[src/rtl/uart_frame_sched.sv]
// Command-driven UART transmit sequencer: snapshots four measurement words
// and sends them as an 18-byte framed packet, one-shot or periodically.
module uart_frame_sched #(
  parameter logic [15:0] PERIOD  = 16'd9600,
  parameter logic [3:0]  BUSY_TO = 4'd8
) (
  input  logic        Sys_CLK,
  input  logic        Sys_RST,
  input  logic        rdsig,
  input  logic [7:0]  rxdata,
  input  logic        rx_err,
  input  logic        tx_busy,
  output logic        tx_wr,
  output logic [7:0]  tx_data,
  input  logic [27:0] Num_x,
  input  logic [27:0] Num_s,
  input  logic [31:0] cnt_high,
  input  logic [31:0] cnt_low,
  output logic        streaming,
  output logic        frame_active,
  output logic [15:0] frame_cnt
);

  typedef enum logic [2:0] {
    IDLE, SNAP, LOAD, WAIT_RISE, WAIT_FALL, DONE
  } state_t;

  state_t        state_q, state_d;
  logic [127:0]  shadow_q, shadow_d;
  logic [4:0]    idx_q, idx_d;
  logic [7:0]    csum_q, csum_d;
  logic [3:0]    to_q, to_d;
  logic [15:0]   per_q, per_d;
  logic          stream_q, stream_d;
  logic          pend_os_q, pend_os_d;
  logic          pend_per_q, pend_per_d;
  logic          tx_wr_q, tx_wr_d;
  logic [7:0]    tx_data_q, tx_data_d;
  logic          act_q, act_d;
  logic [15:0]   fcnt_q, fcnt_d;

  logic       cmd_ok, cmd_one, cmd_on, cmd_off;
  logic       tick, tick_eff, req;
  logic [3:0] slot;
  logic [7:0] cur_byte;

  assign cmd_ok  = rdsig & ~rx_err;
  assign cmd_one = cmd_ok & (rxdata == 8'h55);
  assign cmd_on  = cmd_ok & (rxdata == 8'hAA);
  assign cmd_off = cmd_ok & (rxdata == 8'h00);

  // A stop in the same cycle as a period expiry wins.
  assign tick_eff = tick & ~cmd_off;
  assign req      = cmd_one | tick_eff;

  always_comb begin
    stream_d = stream_q;
    per_d    = per_q;
    tick     = 1'b0;
    if (stream_q) begin
      if (per_q == PERIOD - 16'd1) begin
        tick  = 1'b1;
        per_d = 16'd0;
      end else begin
        per_d = per_q + 16'd1;
      end
    end
    if (cmd_on) begin
      stream_d = 1'b1;
      per_d    = 16'd0;
    end else if (cmd_off) begin
      stream_d = 1'b0;
      per_d    = 16'd0;
    end
  end

  // Payload index 1..16 maps to shadow bytes from the top down.
  assign slot = 4'(5'd16 - idx_q);

  always_comb begin
    if (idx_q == 5'd0) begin
      cur_byte = 8'hA5;
    end else if (idx_q == 5'd17) begin
      cur_byte = csum_q;
    end else begin
      cur_byte = shadow_q[{slot, 3'b000} +: 8];
    end
  end

  always_comb begin
    state_d    = state_q;
    shadow_d   = shadow_q;
    idx_d      = idx_q;
    csum_d     = csum_q;
    to_d       = to_q;
    pend_os_d  = pend_os_q;
    pend_per_d = pend_per_q;
    tx_wr_d    = 1'b0;
    tx_data_d  = tx_data_q;
    act_d      = act_q;
    fcnt_d     = fcnt_q;
    case (state_q)
      IDLE: begin
        if (req | pend_os_q | pend_per_q) begin
          state_d    = SNAP;
          pend_os_d  = 1'b0;
          pend_per_d = 1'b0;
        end
      end
      SNAP: begin
        shadow_d = {4'h0, Num_x, 4'h0, Num_s, cnt_high, cnt_low};
        idx_d    = 5'd0;
        csum_d   = 8'd0;
        act_d    = 1'b1;
        state_d  = LOAD;
      end
      LOAD: begin
        if (!tx_busy) begin
          tx_wr_d   = 1'b1;
          tx_data_d = cur_byte;
          to_d      = 4'd0;
          state_d   = WAIT_RISE;
        end
      end
      WAIT_RISE: begin
        if (tx_busy) begin
          state_d = WAIT_FALL;
        end else if (to_q == BUSY_TO - 4'd1) begin
          state_d = LOAD;
        end else begin
          to_d = to_q + 4'd1;
        end
      end
      WAIT_FALL: begin
        if (!tx_busy) begin
          if (idx_q != 5'd0 && idx_q != 5'd17) begin
            csum_d = csum_q + tx_data_q;
          end
          if (idx_q == 5'd17) begin
            state_d = DONE;
          end else begin
            idx_d   = idx_q + 5'd1;
            state_d = LOAD;
          end
        end
      end
      DONE: begin
        act_d   = 1'b0;
        fcnt_d  = fcnt_q + 16'd1;
        state_d = IDLE;
      end
      default: state_d = IDLE;
    endcase
    // Requests during a frame collapse into one pending start.
    if (state_q != IDLE) begin
      if (cmd_one)  pend_os_d  = 1'b1;
      if (tick_eff) pend_per_d = 1'b1;
      if (cmd_off)  pend_per_d = 1'b0;
    end
  end

  always_ff @(posedge Sys_CLK or posedge Sys_RST) begin
    if (Sys_RST) begin
      state_q    <= IDLE;
      shadow_q   <= '0;
      idx_q      <= '0;
      csum_q     <= '0;
      to_q       <= '0;
      per_q      <= '0;
      stream_q   <= 1'b0;
      pend_os_q  <= 1'b0;
      pend_per_q <= 1'b0;
      tx_wr_q    <= 1'b0;
      tx_data_q  <= '0;
      act_q      <= 1'b0;
      fcnt_q     <= '0;
    end else begin
      state_q    <= state_d;
      shadow_q   <= shadow_d;
      idx_q      <= idx_d;
      csum_q     <= csum_d;
      to_q       <= to_d;
      per_q      <= per_d;
      stream_q   <= stream_d;
      pend_os_q  <= pend_os_d;
      pend_per_q <= pend_per_d;
      tx_wr_q    <= tx_wr_d;
      tx_data_q  <= tx_data_d;
      act_q      <= act_d;
      fcnt_q     <= fcnt_d;
    end
  end

  assign tx_wr        = tx_wr_q;
  assign tx_data      = tx_data_q;
  assign streaming    = stream_q;
  assign frame_active = act_q;
  assign frame_cnt    = fcnt_q;

endmodule

[config.mk]
export PLATFORM = sky130hd
export DESIGN_NAME = uart_frame_sched
export DESIGN_NICKNAME = d
export VERILOG_FILES = /design/src/rtl/uart_frame_sched.sv
export SDC_FILE = /design/constraint.sdc
export NUM_CORES = 1
export LEC_CHECK = 0
export BUFFER_PORTS_ARGS = -buffer_cell sky130_fd_sc_hd__buf_2
export CAP_MARGIN = 20
export CORE_MARGIN = 3
export CORE_UTILIZATION = 51
export DETAILED_ROUTE_END_ITERATION = 10
export PLACE_DENSITY = 0.77
export SYNTH_ARGS = -nofsm -noshare
export SYNTH_HDL_FRONTEND = slang
export SYNTH_SLANG_ARGS = --single-unit
[constraint.sdc]
create_clock -name Sys_CLK -period 5.8 [get_ports Sys_CLK]
set_input_delay 1.16 -clock Sys_CLK [delete_from_list [all_inputs] [get_ports Sys_CLK]]
set_output_delay 1.16 -clock Sys_CLK [all_outputs]
set_load 0.005 [all_outputs]
==> impl_metrics.env <==
export IMPL_syn_nets=831
export IMPL_rsz0062_at_grt="false"
export IMPL_root_buffer="clkbuf_16"
export IMPL_synthFlopType="dfrtp_1"
export IMPL_totalWireLength_um=19400
export IMPL_cts_setup_buffers=0
export IMPL_grt_pass1_vias=6051
export IMPL_tns_ns=0
export IMPL_routedWlPerCell_um=18.2
export IMPL_ctsResizeCount=0
export IMPL_p_comb_share_pct=37.3
export IMPL_cts_tree="done"
export IMPL_grt_pass1_wl_um=31500
export IMPL_ctsHoldBuffers=0
export IMPL_yosysUniqueCellTypes=54
export IMPL_dpl_hpwl_um=13800
export IMPL_routabilityCongestion=0.844
export IMPL_skew_ns=0.00946
export IMPL_final_util_pct=62.8
export IMPL_diodes=0
export IMPL_ys_ff_latch=185
export IMPL_final_common_cell="dfrtp_1"
export IMPL_total_power_mw=5.36
export IMPL_overflow=0
export IMPL_layout_nets=984
export IMPL_synth_yosys_seq_area_share_pct=52.3
export IMPL_hp_class="register to register"
export IMPL_die_area_sq_mm=0.0190
export IMPL_internal_power_mw=3.64
export IMPL_netSwitchingFraction_pct=32.0
export IMPL_most_common_layout_cells="184 x dfrtp_1, 159 x buf_2, 125 x mux2_2, 39 x nand2_1, 30 x nor2_1"
export IMPL_worstMarginPinSlew_ns=0.999
export IMPL_yosysWarningCount=0
export IMPL_placed_cells=1038
export IMPL_syn_inst=684
export IMPL_fin_ws_ns=2.97
export IMPL_stdcell_count=1070
export IMPL_max_slew_margin_pct=32.7
export IMPL_clock_sinks=185
export IMPL_slew_viol_final=0
export IMPL_setup_viol=0
export IMPL_p_per_area_mw_per_mm2=509
export IMPL_sequentialPowerShare_pct=39.6
export IMPL_fmax_mhz=353
export IMPL_synth_edf_count=0
export IMPL_initial_core_util_pct=52.8
export IMPL_multi_input_comb_area_sq_mm=0.00403
export IMPL_drive_above_1_share_pct=42.4
export IMPL_p_clk_share_pct=23.1
export IMPL_p_leak_nw=4.74
export IMPL_hold_viol_final=0
export IMPL_maxCapViolCount=0
export IMPL_clkTransAtPathRegs_ns=0.07
export IMPL_clock_latency_ns=0.43
export IMPL_worstSetupEndpointType="register"
export IMPL_core_area_sq_mm=0.0168
export IMPL_ios=160
export IMPL_dr_total_vias=6006
export IMPL_outcome="completed"
export IMPL_ir_drop_mv=0.279
export IMPL_final_period_utilization_pct=48.8
export IMPL_h_tree_depth=4
export IMPL_seqCellArea_sq_mm=0.00463
export IMPL_via_per_inst=5.61
export IMPL_finalCriticalPeriod_ns=2.83
export IMPL_port_buffer_count=159
export IMPL_numCtsBuffers=17
export IMPL_grt_start_max_net_pins=149
export IMPL_r2r_slack_ns=2.97
export IMPL_switchingPower_mw=1.72
export IMPL_post_synth_cell_area_avg_sq_um=12.9
export IMPL_syn_cell_area_sq_mm=0.00885
export IMPL_clk_path_buf_depth=2
export IMPL_antenna_found_initial=0
export IMPL_rows=47
export IMPL_drt_iter0_drc=408
export IMPL_cp_max_fo=34
export IMPL_drtPass1Iterations=5
export IMPL_async_flop_share_pct=100
export IMPL_drc_errors=0
export IMPL_crit_arrival_ns=3.15
export IMPL_ant_nets=0
export IMPL_grt_use_total_pct=21.5
export IMPL_preCtsSetupSlack_ns=2.69
export IMPL_die_height_um=138
export IMPL_die_x_um=138
export IMPL_syn_to_final_growth_pct=19.0
export IMPL_startpoint_type="register"
export IMPL_crit_required_ns=6.11
export IMPL_path_class="register to register"
export IMPL_nFillCells=1312
final timing paths:
path,start,cells past startpoint,end
min in group asynchronous,Sys_RST,2,frame_cnt[12]$_DFFE_PP0P_
worst min-delay path,frame_cnt[15]$_DFFE_PP0P_,1,frame_cnt[15]$_DFFE_PP0P_
worst min register to register,frame_cnt[15]$_DFFE_PP0P_,1,frame_cnt[15]$_DFFE_PP0P_
worst max register to register,idx_q[0]$_DFFE_PP0P_,9,csum_q[7]$_DFFE_PP0P_
worst max-delay path,idx_q[0]$_DFFE_PP0P_,9,csum_q[7]$_DFFE_PP0P_
max in group asynchronous,Sys_RST,3,shadow_q[3]$_DFFE_PP0P_
metal layers:
metal / up-vias / wire length, um / track usage (%)
li1: 2816 / - / -
met1: 2981 / 8780 / 30.2
met2: 180 / 9080 / 33.6
met3: 29 / 1140 / 5.37
met4: 0 / 424 / 6.15
met5: - / 0 / 0
worst max-delay path, cell delays in order, from the launching register on:
cell	delay [ns]
dfrtp_2	0.36
buf_4	0.50
ha_1	0.31
nor4bb_1	0.22
buf_4	0.21
or3_1	0.19
nor2_2	0.07
nor2_1	0.58
or4_1	0.20
o21ai_0	0.07
synthesized netlist by cell type, drive strengths merged (3+ instances only):
library cell | number | area [sq um]
mux2 | 125 | 1410
nand4 | 8 | 50.1
nor3 | 12 | 60.1
nor2 | 32 | 123
xor2 | 13 | 114
nand2 | 39 | 146
a22o | 10 | 87.6
buf | 19 | 111
xnor2 | 20 | 175
or4 | 3 | 26.3
nand3 | 16 | 80.1
dfrtp | 185 | 4630
a21o | 5 | 37.5
o31ai | 3 | 22.5
a21oi | 16 | 80.1
inv | 11 | 41.3
mux2i | 17 | 170
nand3b | 5 | 37.5
nand2b | 8 | 50.1
o21ai | 20 | 100
a31oi | 13 | 81.3
and3 | 11 | 68.8
nor2b | 3 | 18.8
clkbuf | 15 | 56.3
mux4 | 28 | 631
ha | 13 | 163
o211ai | 4 | 30.0
cell type report:
class | count | share of cell area, %
sequential | 185 | 44.0
timing repair buffer | 168 | 8.74
tap | 220 | 2.61
multi-input combinational | 453 | 38.2
clock buffer | 17 | 4.04
clock inverter | 15 | 1.94
inverter | 12 | 0.463
power groups by stage:
stage | Clock, mW | Sequential [mW] | Combinational, mW
after floorplan | 0 | 2.01 | 1.59
after global placement | 0 | 2.11 | 1.94
after detailed placement | 0 | 2.14 | 2.02
after CTS | 1.26 | 2.12 | 2.03
after global routing | 1.31 | 2.19 | 2.18
final | 1.24 | 2.12 | 2.00
state kept, by name, summed over array words and instances, names as in the netlist, 3 cells and up:
name,count
shadow_q,120
frame_cnt,16
per_q,16
csum_q,8
tx_data,8
idx_q,5
to_q,4
state_q,3
kinds of logic (layout without fill, tap and decap cells):
group / count (synthesis) / in the layout / synth area share [%]
AOI/OAI and AO/OA: 88 / 88 / 6.63
adders and majority gates: 14 / 14 / 2.06
muxes: 170 / 170 / 24.9
xor gates and xnor gates: 33 / 33 / 3.26
DFF: 185 / 185 / 52.3
and+or+nand+nor: 148 / 148 / 8.41
buffers and inverters: 46 / 212 / 2.40
stage by stage:
step                hold slack [ns]  cell area, sq um
floorplan                     0.457              8860
global placement              0.458              9850
detailed placement            0.464              9900
CTS                           0.473             10500
global route                  0.489             10500
finish                        0.472             10500
(Power assumes the default switching activity.)
